===== config.mk =====
export PLATFORM = sky130hd
export DESIGN_NAME = lpc_excitation_gen_flat
export DESIGN_NICKNAME = d
export VERILOG_FILES = /design/src/rtl/lpc_excitation_gen_if.sv /design/src/rtl/lpc_excitation_gen.sv /design/src/flat_wrapper.sv
export SDC_FILE = /design/constraint.sdc
export NUM_CORES = 1
export LEC_CHECK = 0
export CAP_MARGIN = 30
export CORE_MARGIN = 10
export CORE_UTILIZATION = 40
export DETAILED_ROUTE_END_ITERATION = 12
export DONT_BUFFER_PORTS = 1
export GPL_TIMING_DRIVEN = 0
export SYNTH_ARGS = -nofsm -noshare
export SYNTH_HDL_FRONTEND = slang
export SYNTH_SLANG_ARGS = --single-unit

===== constraint.sdc =====
create_clock -name clk -period 3.3 [get_ports clk]
set_clock_uncertainty 0.05 [all_clocks]
set_input_delay 0.33 -clock clk [delete_from_list [all_inputs] [get_ports clk]]
set_output_delay 0.33 -clock clk [all_outputs]
set_load 0.02 [all_outputs]

===== src/rtl/lpc_excitation_gen_if.sv =====
`default_nettype none
// ---- lpc_excitation_gen_if | frame-parameter input / excitation-sample output bundle ----
// ---- rev 1.0 ----
interface lpc_excitation_gen_if #(
  parameter int DATA_W = 16
);
  logic              d_clk;
  logic              v;
  logic              voiced;
  logic [DATA_W-1:0] pulserate;
  logic [DATA_W-1:0] gain;
  logic [DATA_W-1:0] exc;
  logic              exc_vout;
  logic              frame_done;
  logic              overrun;
  logic              running;

  modport master (
    output d_clk, v, voiced, pulserate, gain,
    input  exc, exc_vout, frame_done, overrun, running
  );

  modport slave (
    input  d_clk, v, voiced, pulserate, gain,
    output exc, exc_vout, frame_done, overrun, running
  );
endinterface
`default_nettype wire


===== src/rtl/lpc_excitation_gen.sv =====
`default_nettype none
// ---- lpc_excitation_gen | voiced impulse-train / LFSR-noise excitation for LPC synthesis ----
// ---- rev 1.0 ----
module lpc_excitation_gen #(
  parameter int          DATA_W    = 16,
  parameter int          FRAME_LEN = 240,
  parameter logic [15:0] LFSR_SEED = 16'hACE1,
  parameter int          MIN_PITCH = 2
) (
  input  logic                clk,
  input  logic                rst_n,
  lpc_excitation_gen_if.slave bus
);
  localparam int                CNT_W     = $clog2(FRAME_LEN);
  localparam logic [CNT_W-1:0]  CNT_LAST  = CNT_W'(FRAME_LEN - 1);
  localparam logic [CNT_W-1:0]  CNT_ONE   = CNT_W'(1);
  localparam logic [DATA_W-1:0] ONE       = DATA_W'(1);
  localparam logic [DATA_W-1:0] MIN_P     = DATA_W'(MIN_PITCH);
  localparam logic [DATA_W-1:0] GAIN_MASK = {1'b0, {(DATA_W-1){1'b1}}};
  localparam logic [15:0]       LFSR_MASK = 16'hB400;

  typedef enum logic [0:0] {
    IDLE = 1'b0,
    RUN  = 1'b1
  } state_t;

  typedef struct packed {
    logic              voiced;
    logic [DATA_W-1:0] pitch;
    logic [DATA_W-1:0] gain;
  } pset_t;

  state_t            state_q, state_d;
  pset_t             act_q, shd_q, in_set, act_next;
  logic              pending_q, overrun_q;
  logic [CNT_W-1:0]  smp_q;
  logic [DATA_W-1:0] pc_q, pc_inc, pc_next;
  logic [15:0]       lfsr_q, lfsr_nxt;
  logic [DATA_W-1:0] exc_q, sample, half;
  logic              vout_q, fd_q;
  logic              start, accept, wrap, shadow_wr;
  logic [DATA_W-1:0] in_pitch;

  // Incoming parameter set, already clamped and masked so every path loads the same form.
  assign in_pitch = (bus.pulserate < MIN_P) ? MIN_P : bus.pulserate;
  assign in_set   = {bus.voiced, in_pitch, bus.gain & GAIN_MASK};

  always_ff @(posedge clk or negedge rst_n) begin
    if (!rst_n) state_q <= IDLE;
    else        state_q <= state_d;
  end

  always_comb begin
    state_d   = state_q;
    start     = 1'b0;
    accept    = 1'b0;
    wrap      = 1'b0;
    shadow_wr = 1'b0;
    case (state_q)
      IDLE: begin
        if (bus.v) begin
          start   = 1'b1;
          state_d = RUN;
        end
      end
      RUN: begin
        accept    = bus.d_clk;
        wrap      = bus.d_clk && (smp_q == CNT_LAST);
        shadow_wr = bus.v && !wrap;
      end
      default: state_d = IDLE;
    endcase
  end

  always_comb begin
    lfsr_nxt = lfsr_q[0] ? ((lfsr_q >> 1) ^ LFSR_MASK) : (lfsr_q >> 1);
    half     = act_q.gain >> 1;
    if (act_q.voiced) sample = (pc_q == '0) ? act_q.gain : '0;
    else              sample = lfsr_q[0] ? half : -half;
    pc_inc   = (!act_q.voiced || (pc_q >= (act_q.pitch - ONE))) ? '0 : (pc_q + ONE);
    act_next = act_q;
    if (bus.v)          act_next = in_set;
    else if (pending_q) act_next = shd_q;
    // Phase carries across a boundary only when both frames are voiced.
    pc_next  = (act_next.voiced && act_q.voiced) ? pc_inc : '0;
  end

  always_ff @(posedge clk or negedge rst_n) begin
    if (!rst_n) begin
      act_q     <= '0;
      shd_q     <= '0;
      pending_q <= 1'b0;
      overrun_q <= 1'b0;
      smp_q     <= '0;
      pc_q      <= '0;
      lfsr_q    <= LFSR_SEED;
      exc_q     <= '0;
      vout_q    <= 1'b0;
      fd_q      <= 1'b0;
    end else begin
      vout_q <= accept;
      fd_q   <= wrap;
      if (start) begin
        act_q <= in_set;
        smp_q <= '0;
        pc_q  <= '0;
      end
      if (accept) begin
        exc_q  <= sample;
        lfsr_q <= lfsr_nxt;
        smp_q  <= wrap ? '0 : (smp_q + CNT_ONE);
        pc_q   <= wrap ? pc_next : pc_inc;
      end
      if (wrap) begin
        act_q     <= act_next;
        pending_q <= 1'b0;
      end
      if (shadow_wr) begin
        shd_q     <= in_set;
        pending_q <= 1'b1;
      end
      if (bus.v && pending_q) overrun_q <= 1'b1;
    end
  end

  assign bus.exc        = exc_q;
  assign bus.exc_vout   = vout_q;
  assign bus.frame_done = fd_q;
  assign bus.overrun    = overrun_q;
  assign bus.running    = (state_q == RUN);
endmodule
`default_nettype wire

===== src/flat_wrapper.sv =====
// flat-port wrapper written by rule: the top's interface ports become plain ports
module lpc_excitation_gen_flat 
#(
  parameter int          DATA_W    = 16,
  parameter int          FRAME_LEN = 240,
  parameter logic [15:0] LFSR_SEED = 16'hACE1,
  parameter int          MIN_PITCH = 2
)
  (clk, rst_n, bus_d_clk, bus_v, bus_voiced, bus_pulserate, bus_gain, bus_exc, bus_exc_vout, bus_frame_done, bus_overrun, bus_running);
  lpc_excitation_gen_if #(.DATA_W(DATA_W)) bus_i ();
  input  logic clk;
  input  logic rst_n;
  input wire logic [$bits(bus_i.d_clk)-1:0] bus_d_clk;
  input wire logic [$bits(bus_i.v)-1:0] bus_v;
  input wire logic [$bits(bus_i.voiced)-1:0] bus_voiced;
  input wire logic [$bits(bus_i.pulserate)-1:0] bus_pulserate;
  input wire logic [$bits(bus_i.gain)-1:0] bus_gain;
  output wire logic [$bits(bus_i.exc)-1:0] bus_exc;
  output wire logic [$bits(bus_i.exc_vout)-1:0] bus_exc_vout;
  output wire logic [$bits(bus_i.frame_done)-1:0] bus_frame_done;
  output wire logic [$bits(bus_i.overrun)-1:0] bus_overrun;
  output wire logic [$bits(bus_i.running)-1:0] bus_running;
  assign bus_i.d_clk = bus_d_clk;
  assign bus_i.v = bus_v;
  assign bus_i.voiced = bus_voiced;
  assign bus_i.pulserate = bus_pulserate;
  assign bus_i.gain = bus_gain;
  assign bus_exc = bus_i.exc;
  assign bus_exc_vout = bus_i.exc_vout;
  assign bus_frame_done = bus_i.frame_done;
  assign bus_overrun = bus_i.overrun;
  assign bus_running = bus_i.running;
  lpc_excitation_gen #(.DATA_W(DATA_W), .FRAME_LEN(FRAME_LEN), .LFSR_SEED(LFSR_SEED), .MIN_PITCH(MIN_PITCH)) u_core (.clk(clk), .rst_n(rst_n), .bus(bus_i));
endmodule

==> flow_summary_export.csv <==
group,metric,value,unit
outcome,run_status,"complete, no violations",
synthesis,synth_top_cell_area_share,44.2,%
finish,synthToLayoutAreaGrowth,20.8,%
synthesis,post_synth_inst_count,713,
critical_path,timing.critical_path.buf_inv,1,
routing,drt-total-wl,16900,um
global_routing,grt_pass1_wl,27800,um
critical_path,path_class,"flip-flop to flip-flop",
clocking,cts.clk_slew.worst_paths,0.06,ns
critical_path,setup.reg_to_reg.worst_slack,0.03,ns
critical_path,cpLargestDelayFamily,"simple AND/OR/NAND/NOR gates",
global_routing,grt_util_all_layers,15.4,%
critical_path,worst_path_fanout_max,5,
critical_path,slowest_delay,0.46,ns
clocking,tritoncts_num_sinks,125,
placement,port-buffer-count,0,
floorplan,dieArea,0.0221,mm2
synthesis,synth.area.top_cells,"sky130_fd_sc_hd__dfrtp_1, sky130_fd_sc_hd__nand2_1, sky130_fd_sc_hd__mux2_2",
synthesis,synth_nets,771,
finish,fillCellCount,1428,
clocking,cts_tree,"built",
power_and_ir_drop,vdd.ir_drop.worst,0.357,mV
global_routing,overflow,0,
global_routing,first_global_vias,5403,
synthesis,async_flop_share,100,%
synthesis,yosysTopAreaCell,"sky130_fd_sc_hd__dfrtp_1",
synthesis,number_of_enable_type_register_cells_in_the_synthesized_netlist,0,
floorplan,die_width,149,um
routing,detail_route.iter0.violations,436,
sta,slew_headroom,52.2,%
flow_run,max_cap_viol_count,0,
global_routing,grt_antenna_before_repair,0,
synthesis,synthesized_area,0.00663,mm2
routing,drcViolationCount,0,
clocking,clockRootBuffer,"sky130_fd_sc_hd__clkbuf_16",
critical_path,critPathSlowestCell,"sky130_fd_sc_hd__or4_4",
critical_path,top_cell_by_count_worst_path,"sky130_fd_sc_hd__nor4_4",
sta,grt_setup_unrepaired,"true",
critical_path,critical_path_launch_point_type,"flip-flop",
sta,hold_viol_final,0,
routing,detail_route.vias_per_cell,5.50,
sta,slew_at_the_pin_closest_to_its_max_slew_limit,0.712,ns
floorplan,initial_utilization,41.3,%
critical_path,crit_path_cell_trace,"nor4_4 > nand2_2 > or4_4 > nor4_4 > xnor2_1 > ha_1 > a211oi_2 > nor2_2 > a211oi_4 > buf_6 > a21boi_1 > a21oi_1 > o21ai_1",
critical_path,worstSetupEndpointType,"flip-flop",
critical_path,arrival,3.56,ns
synthesis,yosys_warnings,0,
sta,timing.final.max_slew_violations,0,
floorplan,io_pins,57,
floorplan,die-height,149,um
synthesis,synth.avg_cell_area,9.29,um2
critical_path,required,3.59,ns
finish,finalNetCount,830,
placement,hpwlAfterDp,11700,um
floorplan,std_cell_rows,46,
synthesis,postSynthRegisterBits,125,
synthesis,ys_seq_area_share,47.4,%
sta,period_needed,3.27,ns
power_and_ir_drop,power_density,520,mW/mm2
floorplan,core_area,0.0161,mm2
placement,place.gp.congestion,0.867,
sta,finalSetupViolCount,0,
clocking,cts-buffers-inserted,17,
clocking,clock_tree.htree_level_count,4,
power_and_ir_drop,leakage,3.36,nW
routing,detailroute.via_count,5507,
min_path,hp-class,"primary input to flip-flop",
sta,final_min_period_over_clock_period,99.1,%
synthesis,synthDistinctLibCells,65,
routing,ant_nets,0,
synthesis,dominantRegCellSynth,"sky130_fd_sc_hd__dfrtp_1",
routing,routed_wire_length_per_instance,16.9,um
finish,antenna_cells_inserted,0,
clocking,cts.path.max_buffers,2,
global_routing,grt_max_degree,126,
sta,holdWs,0.00789,ns
finish,drive_gt1_share,17.1,%
sta,fmaxAchievable,306,MHz
clocking,clkLatencyLatePin,0.43,ns
routing,drt-pass1-iter-count,5,
sta,fin_tns_setup,0,ns
finish,finalCoreUtilization,49.8,%
## cell families (layout without fill, tap and decap cells)
kind of cell | Yosys count | count (layout) | share of synthesized area (%)
buf+inv | 64 | 136 | 4.49
fa+ha+maj | 21 | 21 | 3.97
flops | 125 | 125 | 47.4
compound gates | 154 | 154 | 14.2
simple gates | 288 | 288 | 20.8
mux | 33 | 33 | 5.55
xor+xnor | 28 | 28 | 3.70
## stage by stage
stage | instances | setup slack (ns) | instance area [um2] | total power [mW]
after floorplan | 713 | 0.223 | 6630 | 2.03
after detailed placement | 929 | -0.0552 | 6900 | 2.13
after global placement | 929 | -0.0599 | 6900 | 2.11
after global routing | 1001 | -0.229 | 8000 | 4.34
after CTS | 989 | 0.00359 | 7830 | 4.17
final | 1001 | 0.0310 | 8000 | 4.16
## state kept, by name, summed over array words and instances, names as in the netlist, 8 cells and up
signal	count
u_core.act_q	32
u_core.shd_q	32
u_core.bus.exc	16
u_core.lfsr_q	16
u_core.pc_q	16
u_core.smp_q	8
## worst paths after layout
check	end	cells after the start	startpoint
setup reg to reg	u_core.pc_q[14]$_DFFE_PN0P_	13	u_core.act_q[18]$_DFFE_PN0P_
max in group asynchronous	u_core.bus.exc[1]$_DFFE_PN0P_	2	rst_n
hold / removal	u_core.shd_q[3]$_DFFE_PN0P_	1	bus_gain[3]
hold reg to reg	u_core.lfsr_q[6]$_DFFE_PN1P_	2	u_core.lfsr_q[7]$_DFFE_PN1P_
min in group asynchronous	u_core.shd_q[24]$_DFFE_PN0P_	2	rst_n
setup / recovery	u_core.pc_q[14]$_DFFE_PN0P_	13	u_core.act_q[18]$_DFFE_PN0P_
## power by group
part	switching, mW	leakage (nW)	internal (mW)
clock network	0.674	0.307	1.30
registers	0.139	1.53	1.64
logic	0.215	1.52	0.194
## layout make-up
class                   instances  area [um2]  area share, %
repair buffers                 40         392           4.89
multi-input cells             524        3270           40.8
flip-flops and latches        125        3140           39.2
well taps                     216         270           3.38
clock inverters                11         165           2.06
clock buffers                  21         460           5.75
plain buffers                  43         229           2.86
inverters                      21        78.8          0.985
## repair_timing
item,4_1_cts,5_1_grt
buffers inserted,0,9
pin swaps,1,12
setup endpoints to repair,8,16
hold buffers,28,1
resized for setup,2,23
gates cloned,0,2
endpoints found under the hold margin,166,1
## synth_stat cells (6+ instances only)
cell type                  count
sky130_fd_sc_hd__xnor2_1      21
sky130_fd_sc_hd__inv_1        20
sky130_fd_sc_hd__nor4_1        6
sky130_fd_sc_hd__nand3_1      42
sky130_fd_sc_hd__nor3_1       16
sky130_fd_sc_hd__a21oi_1      39
sky130_fd_sc_hd__nand4_1      12
sky130_fd_sc_hd__nand2_1     108
sky130_fd_sc_hd__xor2_1        7
sky130_fd_sc_hd__buf_4         7
sky130_fd_sc_hd__o21ai_0      37
sky130_fd_sc_hd__buf_2        13
sky130_fd_sc_hd__and3_1        7
sky130_fd_sc_hd__mux2_2       29
sky130_fd_sc_hd__dfrtp_1     117
sky130_fd_sc_hd__nor2_1       67
sky130_fd_sc_hd__a31oi_1      39
sky130_fd_sc_hd__ha_1         21
sky130_fd_sc_hd__dfstp_2       8
sky130_fd_sc_hd__clkbuf_1     20
## cells in the final DEF (no fill, tap or decap), types with 3 or more instances in the layout
cell,count
sky130_fd_sc_hd__or4_4,3
sky130_fd_sc_hd__and3_1,7
sky130_fd_sc_hd__a21oi_1,39
sky130_fd_sc_hd__buf_2,13
sky130_fd_sc_hd__dfrtp_1,115
sky130_fd_sc_hd__clkinv_2,4
sky130_fd_sc_hd__nand3b_1,3
sky130_fd_sc_hd__nor2b_1,4
sky130_fd_sc_hd__o21ai_1,4
sky130_fd_sc_hd__nand3_1,42
sky130_fd_sc_hd__o211ai_1,3
sky130_fd_sc_hd__mux2i_1,3
sky130_fd_sc_hd__clkbuf_16,17
sky130_fd_sc_hd__nand2_2,3
sky130_fd_sc_hd__inv_1,20
sky130_fd_sc_hd__mux2_2,29
sky130_fd_sc_hd__nor2_1,66
sky130_fd_sc_hd__nor3_1,15
sky130_fd_sc_hd__clkbuf_1,22
sky130_fd_sc_hd__nand4_1,12
sky130_fd_sc_hd__buf_6,5
sky130_fd_sc_hd__nor4_1,6
sky130_fd_sc_hd__dlygate4sd3_1,28
sky130_fd_sc_hd__nand2_1,106
sky130_fd_sc_hd__a21o_1,3
sky130_fd_sc_hd__xor2_1,6
sky130_fd_sc_hd__buf_4,14
sky130_fd_sc_hd__a31oi_1,39
sky130_fd_sc_hd__dfstp_2,8
sky130_fd_sc_hd__ha_1,20
sky130_fd_sc_hd__bufinv_16,4
sky130_fd_sc_hd__o22ai_1,5
sky130_fd_sc_hd__o21ai_0,36
sky130_fd_sc_hd__o21a_1,4
sky130_fd_sc_hd__xnor2_1,21
## layer usage
| layer | wire length, um | part of all wire [%] | GRT usage (%) | vias up |
|---|---|---|---|---|
| li1 | - | - | - | 2650 |
| met1 | 7500 | 44 | 19.2 | 2674 |
| met2 | 8140 | 48 | 24.3 | 149 |
| met3 | 925 | 5.5 | 4.31 | 34 |
| met4 | 307 | 1.8 | 6.84 | 0 |
| met5 | 0 | 0 | 0 | - |
(Power assumes the default switching activity.)
